==> src/rtl/dg0045_io_scanner.sv <==
// dg0045_io_scanner
//
// Peripheral stage that sits between the DG0045 core's nL[3:0]/ND pins and its
// KIN[3:0] input. It has three jobs:
//   * Capture: every rising edge of the (synchronised) ND strobe stores the
//     current L value (the inverse of the nL pins) into a 4-entry circular
//     digit buffer. The same value is also kept as the last L value.
//   * Scan: a prescaler divides each digit slot into SCAN_DIV clocks and steps
//     a slot index 0..3. The first BLANK clocks of every slot drive no digit,
//     which suppresses ghosting. The digit selects double as keypad column
//     drives.
//   * Keys: at the last clock of each slot, the synchronised keypad rows are
//     sampled for the column that is being driven. A row pattern must be
//     sampled DEBOUNCE times in a row before it becomes that column's debounced
//     state. kin returns the debounced rows of the column that bits [1:0] of
//     the last L value address.
//
// Ports
//   clk        in   1  system clock, rising edge
//   rst        in   1  synchronous reset, active-high
//   nd_n       in   1  core ND strobe, active-low, asynchronous
//   nl_n       in   4  core nL[3:0] (inverted L register), asynchronous
//   key_row    in   4  keypad row sense, 1 = pressed, asynchronous
//   dig_sel    out  4  one-hot digit/column select, active-high
//   seg_data   out  4  nibble of the digit currently being scanned
//   kin        out  4  debounced rows of the column addressed by the last L
//   key_valid  out  1  one-clock pulse when any column's debounced rows change
//
// key_valid carries no handshake. It is a single-cycle event flag. It goes
// high in the clock after the sample that changed a column's debounced rows.
// kin follows one clock after that.

module dg0045_io_scanner #(
  parameter int SCAN_DIV = 1024,
  parameter int BLANK    = 8,
  parameter int DEBOUNCE = 4
) (
  input  logic       clk,
  input  logic       rst,
  input  logic       nd_n,
  input  logic [3:0] nl_n,
  input  logic [3:0] key_row,
  output logic [3:0] dig_sel,
  output logic [3:0] seg_data,
  output logic [3:0] kin,
  output logic       key_valid
);

  localparam int PW = (SCAN_DIV > 1) ? $clog2(SCAN_DIV) : 1;
  localparam int CW = $clog2(DEBOUNCE + 1);

  localparam logic [PW-1:0] PRESC_LAST = PW'(SCAN_DIV - 1);
  localparam logic [PW-1:0] BLANK_END  = PW'(BLANK);
  localparam logic [CW-1:0] DEB_MAX    = CW'(DEBOUNCE);

  // Synchronisers. The third ND flop exists only for edge detection.
  logic       nd_s1, nd_s2, nd_s3;
  logic [3:0] nl_s1, nl_s2;
  logic [3:0] rows_s1, rows_s2;

  logic [3:0]    digit_buf [4];
  logic [1:0]    wr_ptr;
  logic [1:0]    idx;
  logic [PW-1:0] presc;
  // Only bits [1:0] of the last L value are ever used (column select), so only
  // those bits are kept.
  logic [1:0]    l_sel;

  logic [3:0]    cand [4];
  logic [CW-1:0] cnt  [4];
  logic [3:0]    deb  [4];

  logic          capture;
  logic          slot_end;
  logic          same;
  logic [CW-1:0] cnt_next;
  logic          deb_update;

  // ND rises at the end of the core's F2 phase. L is stable by then.
  assign capture  = nd_s2 & ~nd_s3;
  assign slot_end = (presc == PRESC_LAST);

  // Debounce decision for the column that is driven in the current slot.
  always_comb begin
    same       = (rows_s2 == cand[idx]);
    cnt_next   = (cnt[idx] == DEB_MAX) ? DEB_MAX : cnt[idx] + 1'b1;
    deb_update = slot_end && same && (cnt_next == DEB_MAX) &&
                 (rows_s2 != deb[idx]);
  end

  // The digit select is decoded from registers only, so it cannot glitch
  // because of input activity.
  always_comb begin
    dig_sel = 4'b0000;
    if (presc >= BLANK_END) dig_sel[idx] = 1'b1;
  end

  assign seg_data = digit_buf[idx];

  always_ff @(posedge clk) begin
    if (rst) begin
      nd_s1     <= 1'b1;
      nd_s2     <= 1'b1;
      nd_s3     <= 1'b1;
      nl_s1     <= 4'hF;
      nl_s2     <= 4'hF;
      rows_s1   <= 4'h0;
      rows_s2   <= 4'h0;
      wr_ptr    <= 2'd0;
      idx       <= 2'd0;
      presc     <= '0;
      l_sel     <= 2'd0;
      kin       <= 4'h0;
      key_valid <= 1'b0;
      for (int i = 0; i < 4; i++) begin
        digit_buf[i] <= 4'h0;
        cand[i]      <= 4'h0;
        cnt[i]       <= '0;
        deb[i]       <= 4'h0;
      end
    end else begin
      nd_s1   <= nd_n;
      nd_s2   <= nd_s1;
      nd_s3   <= nd_s2;
      nl_s1   <= nl_n;
      nl_s2   <= nl_s1;
      rows_s1 <= key_row;
      rows_s2 <= rows_s1;

      if (capture) begin
        digit_buf[wr_ptr] <= ~nl_s2;
        l_sel             <= ~nl_s2[1:0];
        wr_ptr            <= wr_ptr + 2'd1;
      end

      if (slot_end) begin
        presc <= '0;
        idx   <= idx + 2'd1;
      end else begin
        presc <= presc + 1'b1;
      end

      // The column for idx has been driven for the whole slot, so the
      // synchronised rows are settled when they are sampled here.
      if (slot_end) begin
        if (same) begin
          cnt[idx] <= cnt_next;
          if (deb_update) deb[idx] <= rows_s2;
        end else begin
          cand[idx] <= rows_s2;
          cnt[idx]  <= CW'(1);
        end
      end

      key_valid <= deb_update;
      kin       <= deb[l_sel];
    end
  end

endmodule

==> config.mk <==
export PLATFORM = sky130hd
export DESIGN_NAME = dg0045_io_scanner
export DESIGN_NICKNAME = d
export VERILOG_FILES = /design/src/rtl/dg0045_io_scanner.sv
export SDC_FILE = /design/constraint.sdc
export NUM_CORES = 1
export LEC_CHECK = 0
export ABC_AREA = 1
export CAP_MARGIN = 0
export CORE_MARGIN = 4
export CORE_UTILIZATION = 30
export DETAILED_ROUTE_END_ITERATION = 16
export PLACE_DENSITY = 0.54
export SLEW_MARGIN = 20
export SYNTH_ARGS = -nofsm -noshare
export SYNTH_HDL_FRONTEND = slang
export SYNTH_SLANG_ARGS = --single-unit
==> constraint.sdc <==
create_clock -name clk -period 7.9 [get_ports clk]
set_input_delay 1.58 -clock clk [delete_from_list [all_inputs] [get_ports clk]]
set_output_delay 1.58 -clock clk [all_outputs]
set_load 0.005 [all_outputs]
==> metrics.txt <==
MaxCap Viol Count 0; final hold violation count 0; DRT iter0 DRCs 247; fin. max-slew vios 0; syn_area_per_cell around 9 µm²; Gate Count Post-Synth approximately 500; Cell Rows between 40 and 50; Max rail drop VDD ~100 µV; layout cells sized above 1 0.0686; # DRC 0; Yosys warning count 0; Hold Crit Class reg -> reg; H-Tree Depth 3; fin nets roughly 550; commonest non-fill, non-tap cells in the layout nand2_1 (98), nor2_1 (97), edfxtp_1 (60); setup TNS 0 ns; GR Util All Layers 0.125; Final Non-Filler Cells ~720; num ports 24; first-pass GRT wire length between 15 and 20 mm; Int Power roughly 910 µW; worst hold path cell count 1; vias per cell approximately 4.6; #FFs+latches synth ~100; buffers added on ports 23; Synth top area share 0.398; largest net degree at the start of global routing 32; Final period util 0.531; Leakage between 2 and 2.5 nW; f_max 238 MHz; CTS tree done; status finished clean; RSZ-0062 raised after global routing false; ANT nets after route 0; Mapped Area roughly 4500 µm²; Die Y approximately 130 µm; Synth area leader edfxtp_1; crit end category flop; Die ar. roughly 17000 µm²; register share of total power 0.514; clock latency on the worst-skew pair roughly 0.35 ns; post-synthesis cell type count 30; PostCTS Resize Cnt 0; TritonRoute pass-1 iters 4; Initial Util 0.309; Vias roughly 3400; sequential fraction of the synthesis area 0.583; Hold Buf Count CTS 0; WP data arrival roughly 4.2 ns; grt ovf 0; Final Critical Period 4.20 ns; clock skew roughly 0.013 ns; Reg2Reg Depth 9; PwrDens approximately 220 nW/µm²; sinks on the clock net between 100 and 150; initial antenna violation count 0; Slew headroom 0.450; clock share of power 0.440; top area cells in the synthesized netlist edfxtp_1 (40%), dfxtp_1 (19%), nand2_1 (8.1%), nor2_1 (8.0%), inv_1 (4.9%); Worst Path Required approximately 7.9 ns; clk buf depth 2; placed cell count between 700 and 800; Area Overhead vs Synth 16.4%; dpl hpwl between 7 and 8 mm; Reg2Reg Setup Slack roughly 4.8 ns; core area around 15000 µm²; # Post-CTS Setup Buffers 0; routed wire length roughly 9.9 mm; WL/cell 13.7 µm; Worst-Margin Slew 0.820 ns; GPL Wtd Cong approximately 0.78; Crit Path Category in -> reg; Startpoint Class primary input; post-layout util 0.360; Sw Ratio 0.204; Die W ~130 µm; ANT cells 0; Clock transition at path regs 0.07 ns; CTS root buffer clkbuf_16; switching pwr 235 µW; most common cell after layout, fill and taps aside nand2_1; Final setup viols 0; Critical Path Fanout Max 27; Comb pwr share 0.046; number of global-route vias before repair about 3300; cts bufs inserted 9; syn_nets 534
cell usage after synthesis, drive strengths merged:
master / number
nor3b: 3
xnor2: 1
clkbuf: 9
nand4: 10
edfxtp: 60
o21bai: 1
clkinv: 1
o21ai: 33
inv: 62
o22ai: 4
ha: 8
nand2: 99
o21a: 1
a32oi: 1
nor4: 2
a21oi: 10
nor3: 8
or2: 10
xor2: 4
buf: 8
dfxtp: 42
nand3: 37
nor2: 101
power by group through the flow:
stage               Combinational, mW  Clock [mW]  Sequential [mW]
floorplan                      0.0342           0            0.600
global placement               0.0522           0            0.603
detailed placement             0.0536           0            0.603
CTS                            0.0540       0.517            0.591
global route                   0.0608       0.540            0.593
finish                         0.0532       0.506            0.591
per-layer routing:
| metal | vias up | part of all wire | routed length [µm] | track usage |
|---|---|---|---|---|
| li1 | 1710 | - | - | - |
| met1 | 1578 | 0.47 | 4610 | 0.161 |
| met2 | 63 | 0.48 | 4790 | 0.210 |
| met3 | 4 | 0.042 | 418 | 0.0329 |
| met4 | 0 | 0.0094 | 93 | 0.0302 |
| met5 | - | 0 | 0 | 0 |
flip-flops by register name, indices dropped and copies added, names as in the netlist, named ones only:
register,count
presc,10
wr_ptr,2
digit_buf,16
nl_s2,4
cnt,12
rows_s1,4
key_valid,1
nd_s3,1
l_sel,2
cand,16
kin,4
rows_s2,4
deb,16
nd_s2,1
idx,2
nl_s1,4
nd_s1,1
cell type report:
class,instances,area (µm²)
Tap cell,184,230
Multi-Input combinational cell,333,1570
Clock inverter,7,120
Fill cell,1495,9370
Timing Repair Buffer,25,245
Clock buffer,9,225
Inverter,63,236
Sequential cell,102,2640
critical path, stage by stage:
cell and delay, ns:
clkdlybuf4s50_1 0.46, buf_4 0.27, clkinv_1 0.71, nand2_1 0.40, inv_2 0.10, nand2_1 0.35, o21ai_0 0.31
through the flow:
stage	hold WS [ns]	setup slack [ns]	total power, mW	cell area [µm²]
floorplan	0.388	5.20	0.635	4530
global route	0.417	3.49	1.19	5270
finish	0.403	3.70	1.15	5270
global placement	0.391	3.52	0.655	4930
detailed placement	0.393	3.37	0.657	4930
CTS	0.406	3.72	1.16	5270
path summary, 6_finish.rpt:
check                              start          to
worst max register to register      flop   deb[3][2]
worst min-delay path            nl_s1[0]    nl_s2[0]
worst max-delay path                 rst  cand[2][1]
worst min register to register  nl_s1[0]    nl_s2[0]
cell families (layout without fill, tap and decap cells):
group / after synthesis / count (layout) / synth area share
AND/OR/NAND/NOR: 270 / 270 / 0.255
AO/OA/AOI/OAI: 50 / 50 / 0.0607
adder cells (fa/ha/maj): 8 / 8 / 0.0221
flip-flops: 102 / 102 / 0.583
buffers and inverters: 80 / 104 / 0.0696
XOR/XNOR: 5 / 5 / 0.00966
Power figures use the tool's default switching activity.
